--- src/rtl/univ_shift_reg.sv ---
// Universal WIDTH-bit register: parallel load/clear, single-step shift/rotate,
// and counted burst mode with busy/done handshake.
module univ_shift_reg #(
  parameter int unsigned           WIDTH     = 8,
  parameter int unsigned           AMT_W     = 4,
  parameter logic [WIDTH-1:0]      RESET_VAL = '0
) (
  input  logic             clk,
  input  logic             rst,
  input  logic             en,
  input  logic [2:0]       op,
  input  logic [WIDTH-1:0] d,
  input  logic             sin_l,
  input  logic             sin_r,
  input  logic             start,
  input  logic [AMT_W-1:0] amt,
  output logic [WIDTH-1:0] q,
  output logic [WIDTH-1:0] q_n,
  output logic             sout_l,
  output logic             sout_r,
  output logic             busy,
  output logic             done
);

  typedef enum logic [0:0] {IDLE = 1'b0, RUN = 1'b1} state_t;

  state_t           state_r, state_s;
  logic [AMT_W-1:0] cnt_r, cnt_s;
  logic [2:0]       op_r, op_s;
  logic [WIDTH-1:0] q_r, q_s;
  logic             busy_r, busy_s;
  logic             done_r, done_s;

  function automatic logic [WIDTH-1:0] apply_op(
    input logic [2:0]       f_op,
    input logic [WIDTH-1:0] f_q,
    input logic [WIDTH-1:0] f_d,
    input logic             f_sin_l,
    input logic             f_sin_r
  );
    logic [WIDTH-1:0] r;
    case (f_op)
      3'b000:  r = f_q;
      3'b001:  r = f_d;
      3'b010:  r = {f_q[WIDTH-2:0], f_sin_r};
      3'b011:  r = {f_sin_l, f_q[WIDTH-1:1]};
      3'b100:  r = {f_q[WIDTH-2:0], f_q[WIDTH-1]};
      3'b101:  r = {f_q[0], f_q[WIDTH-1:1]};
      3'b110:  r = {f_q[WIDTH-1], f_q[WIDTH-1:1]};
      3'b111:  r = {WIDTH{1'b0}};
      default: r = f_q;
    endcase
    return r;
  endfunction

  // Only the pure shift/rotate ops may be run as a burst.
  function automatic logic is_burst_op(input logic [2:0] f_op);
    return (f_op >= 3'b010) && (f_op <= 3'b110);
  endfunction

  // Next-state and next-output logic for the IDLE/RUN controller.
  always_comb begin
    state_s = state_r;
    cnt_s   = cnt_r;
    op_s    = op_r;
    q_s     = q_r;
    busy_s  = 1'b0;
    done_s  = 1'b0;
    case (state_r)
      IDLE: begin
        if (start) begin
          // start with a non-burst op swallows the cycle; en is not looked at
          if (is_burst_op(op)) begin
            if (amt != {AMT_W{1'b0}}) begin
              op_s    = op;
              cnt_s   = amt;
              busy_s  = 1'b1;
              state_s = RUN;
            end else begin
              done_s = 1'b1;
            end
          end else begin
            q_s = q_r;
          end
        end else if (en) begin
          q_s = apply_op(op, q_r, d, sin_l, sin_r);
        end else begin
          q_s = q_r;
        end
      end
      RUN: begin
        q_s   = apply_op(op_r, q_r, d, sin_l, sin_r);
        cnt_s = cnt_r - AMT_W'(1);
        if (cnt_r == AMT_W'(1)) begin
          done_s  = 1'b1;
          state_s = IDLE;
        end else begin
          busy_s = 1'b1;
        end
      end
      default: begin
        state_s = IDLE;
        cnt_s   = {AMT_W{1'b0}};
      end
    endcase
  end

  // State and output registers with synchronous reset.
  always_ff @(posedge clk) begin
    if (rst) begin
      state_r <= IDLE;
      cnt_r   <= {AMT_W{1'b0}};
      op_r    <= 3'b000;
      q_r     <= RESET_VAL;
      busy_r  <= 1'b0;
      done_r  <= 1'b0;
    end else begin
      state_r <= state_s;
      cnt_r   <= cnt_s;
      op_r    <= op_s;
      q_r     <= q_s;
      busy_r  <= busy_s;
      done_r  <= done_s;
    end
  end

  assign q      = q_r;
  assign q_n    = ~q_r;
  assign sout_l = q_r[WIDTH-1];
  assign sout_r = q_r[0];
  assign busy   = busy_r;
  assign done   = done_r;

endmodule
--- config.mk ---
export PLATFORM = sky130hd
export DESIGN_NAME = univ_shift_reg
export DESIGN_NICKNAME = d
export VERILOG_FILES = /design/src/rtl/univ_shift_reg.sv
export SDC_FILE = /design/constraint.sdc
export NUM_CORES = 1
export LEC_CHECK = 0
export CAP_MARGIN = 10
export CORE_MARGIN = 3
export CORE_UTILIZATION = 48
export DETAILED_ROUTE_END_ITERATION = 8
export PLACE_DENSITY = 0.8
export SYNTH_ARGS = -nofsm -noshare
export SYNTH_HDL_FRONTEND = slang
export SYNTH_SLANG_ARGS = --single-unit
--- constraint.sdc ---
create_clock -name clk -period 1.5 [get_ports clk]
set_input_delay 0.15 -clock clk [delete_from_list [all_inputs] [get_ports clk]]
set_output_delay 0.15 -clock clk [all_outputs]
set_load 0.01 [all_outputs]
==> flow_metrics.tcl, run 1 <==
set metrics [dict create \
    synthCells 182 \
    synth_edf_count 0 \
    cts_tree "yes" \
    finalCriticalPeriod_ns 1.456 \
    grtUsageMet2_pct 43.50 \
    grt_use_total_pct 25.81 \
    drt-total-wl_um 4677 \
    antenna_found_initial 0 \
    finalInstanceArea_um2 2127 \
    utilization_pct 74.56 \
    first_global_vias 1646 \
    cts_max_level 1 \
    grt_first_pass_wirelength_um 7376 \
    drive_gt1_share_pct 23.33 \
    critPathLaunchType "register" \
    cts_made_buffers 3 \
    synthDistinctLibCells 48 \
    fin_skew_ns 0.01754 \
    grt_max_degree 12 \
    top_usage_layer "met2" \
    globalRouteMet1Util_pct 32.46 \
    synth_top_area_share_pct 22.90 \
    drtAntennaViolNets 0 \
    fmax_ghz 0.6867 \
    via_per_inst 6.269 \
    worst_ir_drop_vdd_uv 514.3 \
    path_cells "clkdlybuf4s50_1" \
    drt_pass1_iterations 4 \
    cts.path.max_buffers 2 \
    end_kind "output port" \
    path_clk_slew_ns 0.12 \
    path_delay_family "buffers and inverters" \
    synthArstFlopShare_pct 0 \
    relSlewSlack_pct 73.21 \
    max_stage_delay_ns 0.56 \
    overflow 0 \
    fin_tns_setup_ns 0 \
    hold_viol_final 0 \
    route.detailed.drc 0 \
    wl_per_cell_um 17.26 \
    startpoint "busy" \
    post-route-period-util_pct 97.08 \
    start_util_pct 52.11 \
    hold_start "op[2]" \
    status "finished, final reports clean" \
    report.final.slew_viol_count 0 \
    synth_top_area_cell "dfxtp_1" \
    yosysWarnings 0 \
    crit_buf_inv 1 \
    dpl_cell_area_um2 2056 \
    n_antenna_cell 0 \
    tightest_slew_ns 0.3992 \
    vias 1699 \
    worst-path-max-fanout 8 \
    seq_area_frac_synth_pct 22.90 \
    num_io_pins 41 \
    fin_hold_ws_ns 0.4772 \
    clkLatencyLatePin_ns 0.30 \
    dp_hpwl_um 3503 \
    fp.coreArea_um2 2853 \
    ys_ff_latch 17 \
    cp.arrival_ns 1.31 \
    die_y_um 61.65 \
    worstHoldPathType "in2reg" \
    syn_to_final_growth_pct 43.10 \
    synth_commonest_cells "dfxtp_1, nor2_1, mux2i_1" \
    use_met3_pct 4.193 \
    syn_nets 205 \
    drtIter0Drc 115 \
    power.density_nw_per_um2 664.9 \
    synth.cell_area_um2 1486 \
    setup_viol 0 \
    cellLeakagePower_nw 0.7907 \
    place_congestion 0.9009 \
    synth.most_common_cell "dfxtp_1" \
    worstSetupPathType "reg2out" \
    fin_total_pwr_mw 1.414 \
    clkSinkCount 17 \
    synth_ff_type "dfxtp_1" \
    root_buffer "clkbuf_4" \
    num-nets-final 264 \
    maxCapViolCount 0 \
    port_buffers 40 \
    post_cts_buffers 0 \
    yosys-top-cells-area "dfxtp_1, mux2i_1, a221oi_1" \
    rows 19 \
    r2r_start "op_r[0]" \
    die_w_um 61.65 \
    dieArea_um2 3801 \
    syn-mean-instance-area_um2 8.167 \
    cp.required_ns 1.35 \
    crit_path_top_delay_cell "clkdlybuf4s50_1" \
]
-- sequential cells by signal, indices dropped and copies added (netlist names) --
signal,count
op_r,3
done,1
q,8
busy,1
cnt_r,4
-- layer usage --
| layer | up-vias | part of all wire [%] | wire length, um |
|---|---|---|---|
| met5 | - | 0 | 0 |
| met4 | 0 | 1.3 | 59 |
| met3 | 7 | 7.3 | 342 |
| met2 | 86 | 51 | 2389 |
| met1 | 809 | 40 | 1885 |
| li1 | 797 | - | - |
-- cells by family (layout without fill, tap and decap cells) --
logic type	after synthesis	in the layout	synth area share, %
compound gates	66	66	32.74
xor+xnor	4	4	2.357
fa+ha+maj	2	2	1.683
buf+inv	30	88	10.44
flops	17	17	22.90
mux	15	15	10.10
simple gates	48	48	19.78
-- layout by cell type (no fill, tap or decap), types with 3 or more instances in the layout --
cell type         n
clkdlybuf4s50_1  36
buf_4            31
nor2_1           16
mux2i_1          15
o21ai_0          14
inv_1            11
a221oi_1         10
a21oi_1           9
nor3_1            7
nand2b_1          7
dfxtp_2           7
dfxtp_1           6
nor2b_1           5
o32ai_1           5
dfxtp_4           4
o21ai_1           3
and3b_1           3
a221o_1           3
clkbuf_4          3
-- final timing paths --
check	endpoint	slack, ns	cells after the start
max	busy	0.04	1
max reg2reg	q[5]	0.11	5
min reg2reg	cnt_r[3]	0.51	2
min	op_r[2]	0.48	3
-- area by class of cell --
cell class	instances	area, um2
multi-input combinational	135	1005
fill	227	725.7
timing repair buffer	72	646.9
sequential	17	364.1
inverter	12	45.04
tap	31	38.79
clock buffer	3	22.52
clock inverter	1	5.005
-- timing repair --
action	CTS	global route
resized for setup	11	11
cloned	0	0
pin swaps	0	0
setup endpoints to repair	23	21
hold endpoints to repair	0	0
hold buffers	0	0
-- through the flow --
stage | instances | worst slack (ns)
global placement | 267 | -0.2579
detailed placement | 267 | -0.3213
finish | 271 | 0.04373
global route | 271 | -0.001261
floorplan | 182 | 0.08542
CTS | 271 | 0.01013
-- power by group --
part,internal (mW),switching (mW),total [mW],leakage [nW]
sequential,0.491,0.0675,0.559,0.145
clock,0.0994,0.161,0.260,0.0177
combinational,0.320,0.275,0.595,0.628
total,0.911,0.503,1.41,0.791
Note: power is estimated with default switching activity, not from simulation.
==> run 2: changes to the inputs <==
Settings changed: MAX_ROUTING_LAYER from default to met4, SKIP_LAST_GASP from default to 1.
==> run 2 against run 1 <==
Compared with the run above: clock power increased by 2%; hold slack got worse by 0.0018 ns; count of clock-buffer cells in the layout is the same; register-to-register slack about the same; clock skew is 0.00062 ns higher; critical endpoint unchanged; largest cell class unchanged.
==> flow_metrics.tcl, run 2 (synthesis results as in run 1) <==
set metrics [dict create \
    num_io_pins 41 \
    die_y_um 61.65 \
    num-nets-final 264 \
    syn_to_final_growth_pct 43.10 \
    worstSetupPathType "reg2out" \
    worstHoldPathType "in2reg" \
    setup_viol 0 \
    overflow 0 \
    worst_ir_drop_vdd_uv 515.6 \
    end_kind "output port" \
    cts_max_level 1 \
    clkSinkCount 17 \
    drtIter0Drc 132 \
    finalCriticalPeriod_ns 1.458 \
    clkLatencyLatePin_ns 0.31 \
    root_buffer "clkbuf_4" \
    path_clk_slew_ns 0.12 \
    relSlewSlack_pct 73.23 \
    mostFrequentLayoutCells "clkdlybuf4s50_1, buf_4, nor2_1" \
    vias 1693 \
    worst-path-max-fanout 8 \
    ff_latch_area_um2 364.1 \
    rows 19 \
    cts_tree "yes" \
    wl_per_cell_um 17.10 \
    via_per_inst 6.247 \
    drt_pass1_iterations 4 \
    fill_cells 227 \
    post-route-period-util_pct 97.22 \
    drt-total-wl_um 4635 \
    crit_path_top_delay_cell "clkdlybuf4s50_1" \
    rsz0062_at_grt "false" \
    fmax_ghz 0.6857 \
    cts_made_buffers 3 \
    largest_register_ffs 8 \
    max_stage_delay_ns 0.56 \
    multi_input_area_um2 1005 \
    cellLeakagePower_nw 0.7907 \
    die_w_um 61.65 \
    setup_slack_ns 0.04171 \
    first_global_vias 1647 \
    grt_max_degree 12 \
    start_util_pct 52.11 \
    utilization_pct 74.56 \
    drive_gt1_share_pct 23.33 \
    place_ws_ns -0.3213 \
    grt_first_pass_wirelength_um 7376 \
    status "finished, final reports clean" \
    critPathLaunchType "register" \
    cp.required_ns 1.35 \
    n_antenna_cell 0 \
    post_cts_buffers 0 \
    hold_buffers 0 \
    tightest_slew_ns 0.3989 \
    report.final.slew_viol_count 0 \
    path_cells "clkdlybuf4s50_1" \
    fin_skew_ns 0.01815 \
    fin_tns_setup_ns 0 \
    path_delay_family "buffers and inverters" \
    fin_total_pwr_mw 1.417 \
    drtAntennaViolNets 0 \
    place_congestion 0.9162 \
    dieArea_um2 3801 \
    cts.path.max_buffers 2 \
    power.density_nw_per_um2 666.0 \
    dp_hpwl_um 3503 \
    antenna_found_initial 0 \
    grt_use_total_pct 26.61 \
    route.detailed.drc 0 \
    crit_buf_inv 1 \
    maxCapViolCount 0 \
    fp.coreArea_um2 2853 \
    port_buffers 40 \
    cp.arrival_ns 1.31 \
    hold_viol_final 0 \
    final_common_cell "clkdlybuf4s50_1" \
]
==> run 2: cell counts in the layout (fill, tap and decap cells not counted) <==
No cell type changed its count.
==> run 2: repair_timing <==
item	CTS	global route
endpoints found under the hold margin	0	0
setup endpoints to repair	23	21
resized for setup	11	11
==> run 2: worst paths after layout <==
check | startpoint | end | slack, ns | depth (start not counted)
setup / recovery | busy | busy | 0.04 | 1
hold / removal | op[2] | op_r[2] | 0.48 | 3
setup reg to reg | busy | cnt_r[2] | 0.11 | 5
hold reg to reg | cnt_r[3] | cnt_r[3] | 0.51 | 2
==> run 2: worst register-to-register path: cells and delay by family, from the launching register on <==
kind | cells | cell delay, ns
flops | 1 | 0.41
mux | 1 | 0.19
buf+inv | 2 | 0.36
simple gates | 2 | 0.32
==> run 2: cell type report <==
cell class                      instances  area share, %
Multi-Input combinational cell        135          47.24
Timing Repair Buffer                   72          30.41
Sequential cell                        17          17.12
Inverter                               12          2.118
Clock buffer                            3          1.059
Tap cell                               31          1.824
Clock inverter                          1         0.2353
==> run 2: where the power goes <==
group          total, mW  internal [mW]  switching (mW)
Clock              0.264         0.0994           0.165
Combinational      0.594          0.320           0.273
Sequential         0.559          0.491          0.0674
Total               1.42          0.911           0.505
==> run 2: stage by stage <==
| stage | cells | hold slack (ns) | cell area (um2) |
|---|---|---|---|
| after floorplan | 182 | 0.2968 | 1486 |
| after global placement | 267 | 0.4751 | 2056 |
| final | 271 | 0.4754 | 2127 |
| after CTS | 271 | 0.4852 | 2098 |
| after global routing | 271 | 0.5257 | 2127 |
| after detailed placement | 267 | 0.4843 | 2056 |
==> run 2: routing by layer <==
layer | GRT usage [%] | wire length (um)
met4 | 10.61 | 60
met2 | 43.65 | 2352
met3 | 3.983 | 326
met1 | 32.46 | 1896
met5 | - | 0
